$ cat src/rtl/blink_sequencer.sv
`default_nettype none
// ============================================================================
// Module   : blink_sequencer
// Purpose  : LED blink sequencer. After an accepted start it produces `reps`
//            ON/OFF pairs whose phase lengths are latched at start, then
//            pulses done for one cycle. abort or reset ends a sequence early
//            without a done pulse.
// Config   : BLINK_REPEAT_FOREVER_EN -- when defined, a start with reps=0
//            blinks indefinitely until abort or reset. When undefined, a
//            start with reps=0 stays idle and pulses done on the next cycle.
// Revision : 1.0 - initial release
// ============================================================================
module blink_sequencer #(
  parameter int CNT_W = 27,
  parameter int REP_W = 8
) (
  input  logic             clk,
  input  logic             rst_n,
  input  logic             start,
  input  logic             abort,
  input  logic [CNT_W-1:0] on_time,
  input  logic [CNT_W-1:0] off_time,
  input  logic [REP_W-1:0] reps,
  output logic             led,
  output logic             busy,
  output logic             done
);

`ifdef BLINK_REPEAT_FOREVER_EN
  localparam bit C_FOREVER_EN = 1'b1;
`else
  localparam bit C_FOREVER_EN = 1'b0;
`endif

  typedef enum logic [1:0] {
    S_IDLE = 2'd0,
    S_ON   = 2'd1,
    S_OFF  = 2'd2
  } state_t;

  state_t           state_q;
  logic [CNT_W-1:0] cnt_q;      // shared phase down-counter
  logic [CNT_W-1:0] on_m1_q;    // latched ON length minus one
  logic [CNT_W-1:0] off_m1_q;   // latched OFF length minus one
  logic [REP_W-1:0] rem_q;      // remaining ON/OFF pairs (0 = forever)
  logic             led_q;
  logic             busy_q;
  logic             done_q;

  logic [CNT_W-1:0] w_on_m1_d;
  logic [CNT_W-1:0] w_off_m1_d;
  logic             w_start_ok;

  // Convert the raw phase lengths to counter reload values; a length of 0
  // is treated as 1, so the reload never underflows.
  always_comb begin
    w_on_m1_d  = (on_time  == '0) ? '0 : on_time  - CNT_W'(1);
    w_off_m1_d = (off_time == '0) ? '0 : off_time - CNT_W'(1);
    // The done cycle is an IDLE cycle that must not accept a start.
    w_start_ok = (state_q == S_IDLE) && start && !abort && !done_q;
  end

  // Sequencer FSM with registered led/busy/done outputs.
  always_ff @(posedge clk or negedge rst_n) begin
    if (!rst_n) begin
      state_q  <= S_IDLE;
      cnt_q    <= '0;
      on_m1_q  <= '0;
      off_m1_q <= '0;
      rem_q    <= '0;
      led_q    <= 1'b0;
      busy_q   <= 1'b0;
      done_q   <= 1'b0;
    end else begin
      done_q <= 1'b0;
      case (state_q)
        S_IDLE: begin
          if (w_start_ok) begin
            on_m1_q  <= w_on_m1_d;
            off_m1_q <= w_off_m1_d;
            if ((reps == '0) && !C_FOREVER_EN) begin
              // Empty sequence: nothing to blink, report completion.
              done_q <= 1'b1;
            end else begin
              rem_q   <= reps;
              cnt_q   <= w_on_m1_d;
              state_q <= S_ON;
              led_q   <= 1'b1;
              busy_q  <= 1'b1;
            end
          end
        end

        S_ON: begin
          if (abort) begin
            state_q <= S_IDLE;
            cnt_q   <= '0;
            rem_q   <= '0;
            led_q   <= 1'b0;
            busy_q  <= 1'b0;
          end else if (cnt_q == '0) begin
            state_q <= S_OFF;
            cnt_q   <= off_m1_q;
            led_q   <= 1'b0;
          end else begin
            cnt_q <= cnt_q - CNT_W'(1);
          end
        end

        S_OFF: begin
          if (abort) begin
            state_q <= S_IDLE;
            cnt_q   <= '0;
            rem_q   <= '0;
            led_q   <= 1'b0;
            busy_q  <= 1'b0;
          end else if (cnt_q == '0) begin
            if (rem_q == REP_W'(1)) begin
              state_q <= S_IDLE;
              rem_q   <= '0;
              busy_q  <= 1'b0;
              done_q  <= 1'b1;
            end else begin
              // rem_q of 0 only occurs in forever mode and is held there.
              if (rem_q != '0) begin
                rem_q <= rem_q - REP_W'(1);
              end
              state_q <= S_ON;
              cnt_q   <= on_m1_q;
              led_q   <= 1'b1;
            end
          end else begin
            cnt_q <= cnt_q - CNT_W'(1);
          end
        end

        default: begin
          state_q <= S_IDLE;
          cnt_q   <= '0;
          rem_q   <= '0;
          led_q   <= 1'b0;
          busy_q  <= 1'b0;
        end
      endcase
    end
  end

  assign led  = led_q;
  assign busy = busy_q;
  assign done = done_q;

endmodule
`default_nettype wire

$ cat config.mk
export PLATFORM = sky130hd
export DESIGN_NAME = blink_sequencer
export DESIGN_NICKNAME = d
export VERILOG_FILES = /design/src/rtl/blink_sequencer.sv
export SDC_FILE = /design/constraint.sdc
export NUM_CORES = 1
export LEC_CHECK = 0
export CAP_MARGIN = 20
export CORE_UTILIZATION = 45
export DETAILED_ROUTE_END_ITERATION = 12
export GPL_TIMING_DRIVEN = 0
export PLACE_DENSITY = 0.72
export SLEW_MARGIN = 20
export SYNTH_ARGS = -nofsm -noshare
export SYNTH_HDL_FRONTEND = slang
export SYNTH_SLANG_ARGS = --single-unit
$ cat constraint.sdc
create_clock -name clk -period 7.85 [get_ports clk]
set_input_delay 1.9625 -clock clk [delete_from_list [all_inputs] [get_ports clk]]
set_output_delay 1.9625 -clock clk [all_outputs]
set_load 0.02 [all_outputs]
Word level (Yosys, flattened, before mapping)
Index checks and enable logic that the tools add are counted.

cells by class
  $add $sub $neg = 4
  eq/ne operators = 12
  multiplexer cells = 45
  reduce and logical (&&, ||, !) cells = 17

operators with widths
  cell                   count
  $mux 27                9
  $logic_not 27->1       3
  $pmux 27 s3            1
  $sub 27x1->27 const B  3
  $mux 8                 7
  $pmux 8 s3             1
  $mux 1                 17
  $reduce_and 5->1       3
  $mux 2                 6
  $ne 3x3->1 const B     4
  $eq 8x1->1 const B     1
  $logic_not 8->1        1
  $ne 4x4->1 const B     2
  $reduce_bool 8->1      1
  $sub 8x1->8 const B    1
  $ne 2x2->1 const B     3
  $pmux 1 s3             2
  $pmux 2 s3             1
  $reduce_and 4->1       1
  $logic_and 1x1->1      3
  $reduce_and 3->1       1
  $eq 2x1->1 const B     1
  $eq 2x2->1 const B     1
  $logic_not 1->1        2
  3 further kinds        3

word-level totals
  flip-flop bits (word level) = 94
  bits of input ports = 66
  output and inout bits = 3
  word-level logic and storage cells = 86

Longest topological paths before layout
  depth in word-level cells = 6
  gate-level depth with buffers = 11
  mapped depth without buffers = 9

Worst setup path before layout
No wires, ideal clock.

  path kind = in2reg
  start = input port off_time[6]
  end = register off_m1_q[11]
  library setup time = 0.135 ns
  arrival = 4.062 ns
  required time = 7.715 ns
  path slack = 3.653 ns
  stages = 8
  buffers on the path = 2
  path through = or4_1 nor4_2 and3b_1 clkbuf_1 nand3_2 nor4_4 buf_2 o31ai_1

between the ends
  longest elaborated chain between the ends = 2
  elaborated cells between the ends (all ways) = 3
  those cells by class = 1 x add/sub; 1 x mux; 1 x reduce/logical

RTL lines
  item                                                      line  text
  start, declared                                           22    input logic [CNT_W-1:0] off_time,
  $sub 27x1->27 / $logic_not 27->1 (equally long branches)  58    w_off_m1_d = (off_time == '0) ? '0 : off_time - CNT_W'(1);
  $mux 27 (*)                                               58
  end signal, assigned                                      80    off_m1_q <= w_off_m1_d;
  end, declared                                             44    logic [CNT_W-1:0] off_m1_q;

Every way passes the cells marked *; elsewhere a longest branch is shown, timed or not.
A chain may end at the register's enable or synchronous reset.

Final worst setup path
  start = input port on_time[10]
  end = register cnt_q[9]

between the ends
  longest elaborated chain between the ends = 5

RTL lines
  item                  line  text
  start, declared       21    input logic [CNT_W-1:0] on_time,
  $logic_not 27->1      57    w_on_m1_d = (on_time == '0) ? '0 : on_time - CNT_W'(1);
  $mux 27               57
  $mux 27               81    if ((reps == '0) && !C_FOREVER_EN) begin
  $mux 27               78    if (w_start_ok) begin
  $pmux 27 s3           76    case (state_q)
  end signal, assigned  86    cnt_q <= w_on_m1_d;
  end signal, assigned  103   cnt_q <= off_m1_q;
  end signal, assigned  106   cnt_q <= cnt_q - CNT_W'(1);
  end, declared         42    logic [CNT_W-1:0] cnt_q;

Every way passes these cells. The select of a mux whose other input is x is not followed.

==> results.py <==
metrics = {
    "cts": {
        "postCtsSetupRepairBufs": 0,
        "clk_root_buffer_cell": "sky130_fd_sc_hd__clkbuf_16",
        "number_of_gates_resized_after_cts": 0,
        "clock_sinks": 94,
        "cts-hold-fix-buffers": 0,
        "cts_inserted_buffers": 9,
        "cts-htree-levels": 3,
        "clock_path_buffers": 2,
        "clk-insertion-delay-late_ps": 350,
        "cts_tree": "built",
        "clkSlewWorstSetupHoldPaths_ps": 70,
    },
    "placement": {
        "place.gp.congestion": 0.911,
        "place.port_buffers": 67,
        "post-place-ws_ps": 2580,
        "placed_cell_count": 940,
        "hpwlAfterDp_mm": 14.5,
    },
    "yosys": {
        "synthesis.instances": 700,
        "count_of_flip_flops_with_a_built_in_enable_after_synthesis": 0,
        "synth_flop_cell": "sky130_fd_sc_hd__dfrtp_1",
        "yosysUniqueCellTypes": 60,
        "netlist.area_leader.share": 0.392,
        "synth_top_cells_by_area": "sky130_fd_sc_hd__dfrtp_1 (39%), sky130_fd_sc_hd__nand2_1 (6.3%), sky130_fd_sc_hd__xnor2_1 (5.5%), sky130_fd_sc_hd__o21ai_0 (4.8%), sky130_fd_sc_hd__o31ai_1 (3.9%)",
        "ffs_latches_synth": 94,
        "synth-seq-area-share": 0.392,
        "average_cell_area_after_synthesis_um2": 8.57,
        "synth-warning-count": 0,
        "synth_top_area_cell": "sky130_fd_sc_hd__dfrtp_1",
        "synth.cell_area_um2": 6000,
        "mappedNetlistNets": 772,
        "synth_async_reset_ratio": 1.00,
    },
    "setup_path": {
        "critical_path.cell_chain": "clkdlybuf4s50_1 -> or4_1 -> nand2b_1 -> clkbuf_1 -> nor4_4 -> nand2b_1 -> buf_2 -> nor2_1 -> nor3_1 -> o21ai_0",
        "cpPeakStageDelay_ps": 630,
        "ff2ff_setup_slack_ps": 4120,
        "crit_required_ps": 8050,
        "regToRegStartpoint": "cnt_q[2]$_DFFE_PN0P_",
        "critical_path_class": "primary input to flop",
        "timing.critical_path.slowest_stage_cell": "sky130_fd_sc_hd__or4_1",
        "cp.arrival_ps": 5130,
        "critical_path.startpoint_type": "primary input",
        "worst_path_most_repeated_cell": "sky130_fd_sc_hd__nand2b_1",
        "worst_r2r_endpoint": "cnt_q[8]$_DFFE_PN0P_",
        "rr_worst_depth": 7,
        "crit_path_max_fanout": 10,
        "endpoint_kind": "flop",
    },
    "timing": {
        "worst_hold_slack_ps": 483,
        "achievable-frequency_mhz": 203,
        "finalSetupViolCount": 0,
        "hold_viol": 0,
        "worstMarginPinSlew_ps": 977,
        "setup_tns_ps": 0,
        "slew_viol_final": 0,
        "clock_skew_after_layout_ps": 8.14,
        "rsz0062_at_grt": "false",
        "slew-limit-headroom": 0.346,
        "final.min_clock_period_ps": 4930,
        "layout_worst_path_cycle_share": 0.628,
        "final_critical_path_setup_slack_ps": 2920,
    },
    "die": {
        "design.core.area_um2": 12800,
        "die_height_um": 117,
        "floorplan.rows": 41,
        "die-area_um2": 13800,
        "die_x_um": 117,
        "i_o_pin_total": 69,
        "initial_utilization": 0.468,
    },
    "global_routing": {
        "grt_first_pass_wirelength_mm": 30.1,
        "gr-usage-all-layers": 0.279,
        "grt_antenna_before_repair": 1,
        "grt_start_max_net_pins": 74,
        "grt_pass1_vias": 5621,
        "globalRoute.totalOverflow": 0,
    },
    "power_and_ir_drop": {
        "leakage_uw": 0.00273,
        "share_comb_of_total_power": 0.338,
        "seq_power_share": 0.405,
        "total_power_uw": 2000,
        "sw_frac_of_total": 0.379,
        "clock_power_share": 0.257,
        "cell_internal_pwr_uw": 1240,
        "cellPowerDensity_nw_per_um2": 275,
        "power.net_switching_uw": 757,
        "peakVddDrop_mv": 0.132,
    },
    "detailed_routing": {
        "vias_per_cell": 6.13,
        "remaining_drc_errors": 0,
        "drt_pre_antenna_iters": 5,
        "finalWirelength_mm": 19.2,
        "via_count": 5856,
        "ant_nets": 0,
        "initialDrtViolationCount": 604,
        "drt-wirelength-per-cell_um": 20.1,
    },
    "cells_and_area": {
        "final_common_cell": "sky130_fd_sc_hd__nand2_1",
        "areaGrowthSynthToFinish_pct": 21.0,
        "nets": 851,
        "mostFrequentLayoutCells": "sky130_fd_sc_hd__nand2_1 (100), sky130_fd_sc_hd__dfrtp_1 (94), sky130_fd_sc_hd__clkdlybuf4s50_1 (66)",
        "n_fill_cell": 1222,
        "antenna_diodes": 0,
        "final_cell_count_no_fill": 956,
        "drive_above_1_share": 0.0625,
    },
    "status": {
        "outcome": "finished, final reports clean",
    },
    "worst_hold_path": {
        "holdCritStartpoint": "on_m1_q[10]$_DFFE_PN0P_",
        "min_path_type": "flop to flop",
        "hold-path-cell-count": 2,
        "hold_path_end": "on_m1_q[10]$_DFFE_PN0P_",
    },
    "run": {
        "drv.max_cap_violation_count": 0,
    },
}
[synth_stat cells (all sizes together), types with 3 or more instances]
| master | number |
|---|---|
| nor4 | 23 |
| o221ai | 4 |
| o22a | 9 |
| a21oi | 24 |
| nor3 | 39 |
| xnor2 | 38 |
| a221oi | 11 |
| o31ai | 35 |
| o41ai | 4 |
| buf | 9 |
| o21ai | 60 |
| dfrtp | 94 |
| or4 | 11 |
| a22o | 10 |
| nand3 | 14 |
| or3 | 13 |
| nor2b | 4 |
| inv | 16 |
| and2 | 3 |
| nand2 | 100 |
| clkbuf | 27 |
| xor2 | 22 |
| nor2 | 54 |
| o22ai | 5 |
| or2 | 6 |
| nand4 | 7 |
| nand2b | 9 |
| a22oi | 14 |
| ha | 6 |
[metrics by stage]
| stage | util | cell area [um2] |
|---|---|---|
| finish | 0.566 | 7260 |
| global route | 0.566 | 7260 |
| CTS | 0.566 | 7260 |
| detailed placement | 0.539 | 6910 |
| global placement | 0.537 | 6890 |
| floorplan | - | 6000 |
[worst max path at each step]
stage	start	endpoint	slack, ps
5_1_grt	on_time[10]	cnt_q[9]$_DFFE_PN0P_	2750
3_3_place_gp	rst_n	off_m1_q[24]$_DFFE_PN0P_	1330
2_1_floorplan	off_time[6]	off_m1_q[11]$_DFFE_PN0P_	3650
6_report	on_time[10]	cnt_q[9]$_DFFE_PN0P_	2920
3_5_place_dp	on_time[10]	cnt_q[9]$_DFFE_PN0P_	2580
4_1_cts	on_time[10]	cnt_q[9]$_DFFE_PN0P_	2950
[state kept, by name, summed over array words and instances (netlist names)]
signal and count:
off_m1_q 27, state_q 2, done 1, cnt_q 27
on_m1_q 27, rem_q 8, busy 1, led 1
[kinds of logic (layout without fill, tap and decap cells)]
kind of cell	after synthesis	after routing	synth area share
muxes	2	2	0.00375
xor gates and xnor gates	60	60	0.0876
DFF	94	94	0.392
adders and majority gates	6	6	0.0125
and+or+nand+nor	290	290	0.240
buffers and inverters	52	136	0.0359
AOI/OAI and AO/OA	196	196	0.228
[area by class of cell]
class	count	area (um2)	share of cell area
clock inverter	7	120	0.0165
sequential	94	2350	0.324
clock buffer	9	225	0.0310
timing repair buffer	68	699	0.0963
inverter	16	60.1	0.00827
tap	172	215	0.0296
buffer	36	155	0.0214
multi-input combinational	554	3430	0.473
[power by group through the flow]
| stage | sequential [uW] | combinational, uW | clock, uW |
|---|---|---|---|
| after floorplan | 767 | 451 | 0 |
| after global placement | 801 | 645 | 0 |
| after detailed placement | 809 | 661 | 0 |
| after CTS | 802 | 666 | 515 |
| after global routing | 828 | 745 | 536 |
| final | 809 | 675 | 514 |
[worst max-delay path: cells and delay by family]
| family | cells | cell delay [ps] |
|---|---|---|
| AOI/OAI and AO/OA | 1 | 100 |
| buffers and inverters | 3 | 1070 |
| and+or+nand+nor | 6 | 1970 |
[per-layer routing]
metal | global-route usage | vias up | wire, um
li1 | - | 2742 | -
met1 | 0.363 | 2789 | 8320
met2 | 0.463 | 282 | 8920
met3 | 0.0451 | 43 | 1350
met4 | 0.114 | 0 | 583
met5 | 0 | - | 0
Power figures use the tool's default switching activity.
